`src/rtl/add_arb_pkg.sv`:
```
`default_nettype none
// ============================================================================
// Module      : add_arb_pkg
// Description : Shared definitions for the add_share_arbiter block.
//               Holds the default operand and counter widths and the
//               requester-id type.
// Revision    : 1.0 - initial release
// ============================================================================
package add_arb_pkg;

    localparam int WIDTH_DEF = 32;  // operand / sum width
    localparam int CNT_W_DEF = 16;  // accepted-operation counter width

    // Requester index: 0 or 1
    typedef logic id_t;

    localparam id_t ID_REQ0 = 1'b0;
    localparam id_t ID_REQ1 = 1'b1;

endpackage : add_arb_pkg
`default_nettype wire

```
`src/rtl/brent_kung_adder.sv`:
```
`default_nettype none
// ============================================================================
// Module      : brent_kung_adder
// Description : Purely combinational WIDTH-bit Brent-Kung parallel-prefix
//               adder. Carry-in is 0; the carry-out is not produced.
// Ports       : a   [WIDTH-1:0]  in   first operand
//               b   [WIDTH-1:0]  in   second operand
//               sum [WIDTH-1:0]  out  (a + b) mod 2^WIDTH
// Revision    : 1.0 - initial release
// ============================================================================
module brent_kung_adder #(
    parameter int WIDTH = 32
) (
    input  logic [WIDTH-1:0] a,
    input  logic [WIDTH-1:0] b,
    output logic [WIDTH-1:0] sum
);

    // Largest power-of-two span used by the down-sweep.
    localparam int c_top_span = (WIDTH > 1) ? (1 << ($clog2(WIDTH) - 1)) : 1;

    always_comb begin
        logic [WIDTH-1:0] w_g;   // group generate, becomes prefix carry
        logic [WIDTH-1:0] w_p;   // group propagate
        logic [WIDTH-1:0] w_h;   // half-sum

        w_h = a ^ b;
        w_g = a & b;
        w_p = a ^ b;

        // Up-sweep: build power-of-two group terms at the odd-aligned nodes.
        for (int d = 1; d < WIDTH; d = d * 2) begin
            for (int i = 2 * d - 1; i < WIDTH; i = i + 2 * d) begin
                w_g[i] = w_g[i] | (w_p[i] & w_g[i - d]);
                w_p[i] = w_p[i] & w_p[i - d];
            end
        end

        // Down-sweep: fill in the remaining prefix nodes so w_g[i] is the
        // carry out of bits [i:0].
        for (int d = c_top_span; d >= 1; d = d / 2) begin
            for (int i = 3 * d - 1; i < WIDTH; i = i + 2 * d) begin
                w_g[i] = w_g[i] | (w_p[i] & w_g[i - d]);
                w_p[i] = w_p[i] & w_p[i - d];
            end
        end

        sum    = w_h;
        for (int i = 1; i < WIDTH; i++) begin
            sum[i] = w_h[i] ^ w_g[i - 1];
        end
    end

endmodule : brent_kung_adder
`default_nettype wire

```
`src/rtl/add_share_arbiter.sv`:
```
`default_nettype none
// ============================================================================
// Module      : add_share_arbiter
// Description : Two requesters share a single adder. A round-robin arbiter
//               grants one operand pair per cycle, the sum is registered
//               with valid/ready handshake, and accepted operations are
//               counted with saturation.
// Ports       : clk, rst                 clock, sync active-high reset
//               req0_valid/req1_valid    in   requester has operands
//               req0_ready/req1_ready    out  operands accepted this cycle
//               req0_a/b, req1_a/b       in   operands [WIDTH-1:0]
//               rsp_valid                out  result register valid
//               rsp_ready                in   consumer takes result
//               rsp_sum [WIDTH-1:0]      out  registered sum
//               rsp_id                   out  requester that produced it
//               op_count [CNT_W-1:0]     out  accepted ops, saturating
// Revision    : 1.0 - initial release
// ============================================================================
module add_share_arbiter
    import add_arb_pkg::*;
#(
    parameter int WIDTH = WIDTH_DEF,
    parameter int CNT_W = CNT_W_DEF
) (
    input  logic             clk,
    input  logic             rst,
    input  logic             req0_valid,
    input  logic             req1_valid,
    output logic             req0_ready,
    output logic             req1_ready,
    input  logic [WIDTH-1:0] req0_a,
    input  logic [WIDTH-1:0] req0_b,
    input  logic [WIDTH-1:0] req1_a,
    input  logic [WIDTH-1:0] req1_b,
    output logic             rsp_valid,
    input  logic             rsp_ready,
    output logic [WIDTH-1:0] rsp_sum,
    output id_t              rsp_id,
    output logic [CNT_W-1:0] op_count
);

    localparam logic [CNT_W-1:0] c_cnt_max = {CNT_W{1'b1}};

    // State
    logic             rsp_valid_q, rsp_valid_d;
    logic [WIDTH-1:0] rsp_sum_q,   rsp_sum_d;
    id_t              rsp_id_q,    rsp_id_d;
    id_t              last_q,      last_d;      // last accepted requester
    logic [CNT_W-1:0] op_count_q,  op_count_d;

    // Arbitration / datapath
    logic             w_grant_valid;
    id_t              w_grant_id;
    logic             w_out_free;
    logic             w_accept;
    logic [WIDTH-1:0] w_op_a;
    logic [WIDTH-1:0] w_op_b;
    logic [WIDTH-1:0] w_sum;

    // Grant: a lone requester wins; on contention the one not accepted
    // most recently wins.
    always_comb begin
        w_grant_valid = req0_valid | req1_valid;
        w_grant_id    = ID_REQ0;
        if (req0_valid && req1_valid) begin
            w_grant_id = ~last_q;
        end else if (req1_valid) begin
            w_grant_id = ID_REQ1;
        end
    end

    // The result register can take a new pair when empty or draining now.
    assign w_out_free = ~rsp_valid_q | rsp_ready;
    assign w_accept   = w_grant_valid & w_out_free & ~rst;
    assign req0_ready = w_accept & (w_grant_id == ID_REQ0);
    assign req1_ready = w_accept & (w_grant_id == ID_REQ1);

    assign w_op_a = (w_grant_id == ID_REQ1) ? req1_a : req0_a;
    assign w_op_b = (w_grant_id == ID_REQ1) ? req1_b : req0_b;

    brent_kung_adder #(
        .WIDTH (WIDTH)
    ) u_adder (
        .a   (w_op_a),
        .b   (w_op_b),
        .sum (w_sum)
    );

    always_comb begin
        rsp_valid_d = rsp_valid_q;
        rsp_sum_d   = rsp_sum_q;
        rsp_id_d    = rsp_id_q;
        last_d      = last_q;
        op_count_d  = op_count_q;

        if (w_accept) begin
            // Covers simultaneous drain+accept: valid stays high.
            rsp_valid_d = 1'b1;
            rsp_sum_d   = w_sum;
            rsp_id_d    = w_grant_id;
            last_d      = w_grant_id;
            if (op_count_q != c_cnt_max) begin
                op_count_d = op_count_q + CNT_W'(1);
            end
        end else if (rsp_ready) begin
            rsp_valid_d = 1'b0;
        end
    end

    always_ff @(posedge clk) begin
        if (rst) begin
            rsp_valid_q <= 1'b0;
            rsp_sum_q   <= '0;
            rsp_id_q    <= ID_REQ0;
            last_q      <= ID_REQ1;   // requester 0 wins first contention
            op_count_q  <= '0;
        end else begin
            rsp_valid_q <= rsp_valid_d;
            rsp_sum_q   <= rsp_sum_d;
            rsp_id_q    <= rsp_id_d;
            last_q      <= last_d;
            op_count_q  <= op_count_d;
        end
    end

    assign rsp_valid = rsp_valid_q;
    assign rsp_sum   = rsp_sum_q;
    assign rsp_id    = rsp_id_q;
    assign op_count  = op_count_q;

endmodule : add_share_arbiter
`default_nettype wire

```
`config.mk`:
```
export PLATFORM = sky130hd
export DESIGN_NAME = add_share_arbiter
export DESIGN_NICKNAME = d
export VERILOG_FILES = /design/src/rtl/add_arb_pkg.sv /design/src/rtl/brent_kung_adder.sv /design/src/rtl/add_share_arbiter.sv
export SDC_FILE = /design/constraint.sdc
export NUM_CORES = 1
export LEC_CHECK = 0
export CAP_MARGIN = 15
export CORE_MARGIN = 2
export CORE_UTILIZATION = 43
export CTS_BUF_LIST = sky130_fd_sc_hd__clkbuf_4 sky130_fd_sc_hd__clkbuf_8 sky130_fd_sc_hd__clkbuf_16
export DETAILED_ROUTE_END_ITERATION = 16
export PLACE_DENSITY = 0.88
export SYNTH_ARGS = -nofsm -noshare
export SYNTH_HDL_FRONTEND = slang
export SYNTH_HIERARCHICAL = 1
export SYNTH_SLANG_ARGS = --single-unit
```
`constraint.sdc`:
```
create_clock -name clk -period 12.6 [get_ports clk]
set_input_delay 3.15 -clock clk [delete_from_list [all_inputs] [get_ports clk]]
set_output_delay 3.15 -clock clk [all_outputs]
set_load 0.1 [all_outputs]
```
==> impl_metrics.toml <==
[clock_network]
clk_latency_ns = 0.30
cts_max_level = 2
cts-buffers-inserted = 5
clk_transition_reported_paths_ns = 0.09
cts.sink_count = 51
cts_resized = 0
clock_tree_from_tritoncts = "built"
cts_max_path_buffers = 2
cts.root.buffer_cell = "sky130_fd_sc_hd__clkbuf_8"
ctsHoldBuffers = 0
cts_post_setup_buffers_inserted = 0

[logic_synthesis]
synthesis.yosys.warnings = 6
synth_largest_type_area_fraction_pct = 24.6
synth.net_count = 645
synth_cell_types = 53
postSynthCellCount = 466
netlist_area_sq_um = 4160
ys_seq_area_share_pct = 24.6
synth.largest_area_cell = "sky130_fd_sc_hd__dfxtp_1"
post_synth_edffs = 0
syn_avg_cell_area_sq_um = 8.92
synth.ff_latch_count = 51
dominantRegCellSynth = "sky130_fd_sc_hd__dfxtp_1"
synth_async_sr_flop_share_pct = 0
synth.area.top_cells = "sky130_fd_sc_hd__dfxtp_1 (25%), sky130_fd_sc_hd__mux2_2 (17%), sky130_fd_sc_hd__ha_1 (9.0%)"

[job]
max-cap-violations = 0

[global_route]
antenna_found_initial = 0
total_congestion_overflow = 0
grt_first_pass_wirelength_microns = 18200
maximum_number_of_pins_on_one_net_before_global_route_repair = 55
grt_util_all_layers_pct = 21.5
grt_pass1_vias = 4062

[timing]
timing.final.max_slew_violations = 0
layout_setup_ws_ns = 3.29
finalHoldViolCount = 0
final-setup-viol-count = 0
totalNegativeSetupSlack_ns = 0
unrepaired_setup_endpoints_after_global_routing = "no"
final_min_period_over_clock_period_pct = 73.9
worst_slew_pin_slew_ns = 1.03
min_period_ns = 9.31
finalClockSkew_ns = 0.00841
clock.fmax_mhz = 107
max_slew_margin_pct = 31.2

[cells_and_area]
syn_to_final_growth_pct = 48.9
finish.net_count = 819
fill_cells = 747
layoutNonFillerInstCount = 770
layout-drive-gt1-share_pct = 15.6
insertedDiodeCount = 0

[power]
netsw_mw = 0.314
seq_power_share_pct = 28.1
proportion_of_power_drawn_by_the_clock_network_pct = 14.6
power_density_relative_to_cell_area_nw_per_um2 = 110
comb_power_share_pct = 57.3
static-leakage-power_nw = 2.42
cell_internal_power_dissipation_mw = 0.369
power_switching_share_pct = 46.0
vdd_ir_drop_max_mv = 0.0696

[drt]
antenna_left = 0
totalWireLength_microns = 11200
drt_pass1_iterations = 4
dr.first_iter.drc_count = 98
detail_route.wl_per_cell_microns = 14.5
drt-vias-per-instance = 5.16
num_vias = 3971
drc = 0

[floorplanning]
initial_utilization_pct = 44.6
io_pins = 185
die-area_sq_um = 10500
die_width_microns = 102
core-area_sq_um = 9330
dieHeight_microns = 102
fp-row-count = 35

[worst_setup_path]
critPathKind = "primary input to primary output"
cp-end-kind = "primary output"
crit_path_cell_trace = "clkdlybuf4s50_1 > a21boi_4 > buf_4 > nor3_1 > clkdlybuf4s50_1"
critPathMostFrequentCell = "sky130_fd_sc_hd__clkdlybuf4s50_1"
critical_path.startpoint_type = "primary input"
critPathSlowestCell = "sky130_fd_sc_hd__clkdlybuf4s50_1"
critical-path-max-stage-delay_ns = 1.01
family_with_the_most_delay_on_the_worst_path = "buffers and inverters"
worstPathRequired_ns = 9.45
arrival_ns = 6.16
critical_path.n_buffers_inverters = 3
critical_path.max_fanout = 34

[placed_design]
place.port_buffers = 184
placedCellCount = 762
place_congestion = 0.848
post_detailed_placement_half_perimeter_wirelength_microns = 9100
pre_cts_ws_ns = 3.25

[run_status]
status = "finished, final reports clean"

[min_path]
hold_path_class = "flop to flop"
==> placed cells by master (no fill, tap or decap), types with 2 or more instances in the layout <==
master,instances
sky130_fd_sc_hd__nand2b_1,4
sky130_fd_sc_hd__clkdlybuf4s50_1,183
sky130_fd_sc_hd__buf_4,3
sky130_fd_sc_hd__nor4b_2,4
sky130_fd_sc_hd__inv_1,22
sky130_fd_sc_hd__and3_1,2
sky130_fd_sc_hd__nor2_1,27
sky130_fd_sc_hd__mux2_2,64
sky130_fd_sc_hd__a21o_1,3
sky130_fd_sc_hd__nand3_1,5
sky130_fd_sc_hd__and2_1,2
sky130_fd_sc_hd__dfxtp_1,51
sky130_fd_sc_hd__xor2_1,13
sky130_fd_sc_hd__nor3_1,7
sky130_fd_sc_hd__nand4_1,5
sky130_fd_sc_hd__ha_1,30
sky130_fd_sc_hd__nand2_1,81
sky130_fd_sc_hd__o2111ai_1,2
sky130_fd_sc_hd__xnor2_1,16
sky130_fd_sc_hd__clkbuf_8,6
sky130_fd_sc_hd__nor3_2,3
sky130_fd_sc_hd__a211oi_1,2
sky130_fd_sc_hd__a21oi_2,2
sky130_fd_sc_hd__o21ai_2,2
sky130_fd_sc_hd__o21ai_0,5
sky130_fd_sc_hd__a21oi_1,46
sky130_fd_sc_hd__o211ai_1,3
sky130_fd_sc_hd__o21bai_1,2
sky130_fd_sc_hd__fa_1,16
sky130_fd_sc_hd__or2_1,3
==> sequential cells by signal, indices dropped and copies added, names as in the netlist <==
signal	cells
rsp_id	1
op_count	16
rsp_sum	32
last_q	1
rsp_valid	1
==> power groups by stage <==
stage	Clock [mW]	Combinational [mW]	Sequential, mW
final	0.0996	0.391	0.192
after global routing	0.108	0.420	0.194
after CTS	0.102	0.393	0.192
after detailed placement	0	0.392	0.195
after global placement	0	0.381	0.194
after floorplan	0	0.144	0.331
==> synth_stat cells (3+ instances only) <==
cell and number:
sky130_fd_sc_hd__a21o_1 3, sky130_fd_sc_hd__a21oi_1 46, sky130_fd_sc_hd__buf_2 13, sky130_fd_sc_hd__clkbuf_1 6, sky130_fd_sc_hd__dfxtp_1 51, sky130_fd_sc_hd__fa_1 16, sky130_fd_sc_hd__ha_1 30, sky130_fd_sc_hd__inv_1 22
sky130_fd_sc_hd__mux2_2 64, sky130_fd_sc_hd__nand2_1 81, sky130_fd_sc_hd__nand2b_1 4, sky130_fd_sc_hd__nand3_1 5, sky130_fd_sc_hd__nand4_1 5, sky130_fd_sc_hd__nor2_1 28, sky130_fd_sc_hd__nor3_1 7, sky130_fd_sc_hd__nor3_2 3
sky130_fd_sc_hd__nor4b_2 4, sky130_fd_sc_hd__o211ai_1 3, sky130_fd_sc_hd__o21ai_0 5, sky130_fd_sc_hd__or2_1 3, sky130_fd_sc_hd__xnor2_1 16, sky130_fd_sc_hd__xor2_1 13
==> layer usage <==
metal  wire length [microns]  global-route usage, %  up-vias
met3                     596                   3.42       23
met5                       0                      0        -
li1                        -                      -     1951
met1                    4290                   23.9     1849
met2                    6070                   41.5      148
met4                     218                   6.67        0
==> area by class of cell <==
cell class,instances,area (sq um),share of cell area [%]
Clock buffer,6,82.6,1.33
Clock inverter,2,16.3,0.263
Inverter,22,82.6,1.33
Multi-Input combinational cell,373,2970,47.9
Sequential cell,51,1020,16.5
Tap cell,129,161,2.61
Timing Repair Buffer,187,1860,30.0
==> final timing paths <==
| kind | from | endpoint | slack, ns | cells after the start |
|---|---|---|---|---|
| worst max-delay path | req1_valid | req0_ready | 3.29 | 5 |
| worst min-delay path | rsp_sum[25] | rsp_sum[25] | 0.46 | 2 |
| worst max register to register | last_q | rsp_sum[30] | 7.99 | 15 |
| worst min register to register | rsp_sum[25] | rsp_sum[25] | 0.46 | 2 |
==> logic make-up after synthesis <==
kind of cell	Yosys count	synth area share, %
AO/OA/AOI/OAI	76	11.1
XOR/XNOR	29	6.11
AND/OR/NAND/NOR	157	19.6
adder cells (fa/ha/maj)	46	16.7
buffers and inverters	42	4.36
multiplexers	65	17.6
flip-flops	51	24.6
==> tightest hold or removal path, delay by kind of cell, from the launching register on <==
| kind | cells | cell delay, ns |
|---|---|---|
| AO/OA/AOI/OAI | 1 | 0.05 |
| flip-flops | 1 | 0.32 |
| AND/OR/NAND/NOR | 1 | 0.05 |
==> stage by stage <==
| stage | cell area (sq um) | utilization, % | hold WS (ns) | power (mW) |
|---|---|---|---|---|
| floorplan | 4160 | - | 0.436 | 0.476 |
| global placement | 6090 | 65.3 | 0.441 | 0.575 |
| detailed placement | 6090 | 65.3 | 0.446 | 0.587 |
| CTS | 6190 | 66.4 | 0.458 | 0.688 |
| global route | 6190 | 66.4 | 0.471 | 0.722 |
| finish | 6190 | 66.4 | 0.457 | 0.683 |
Power figures use the tool's default switching activity.
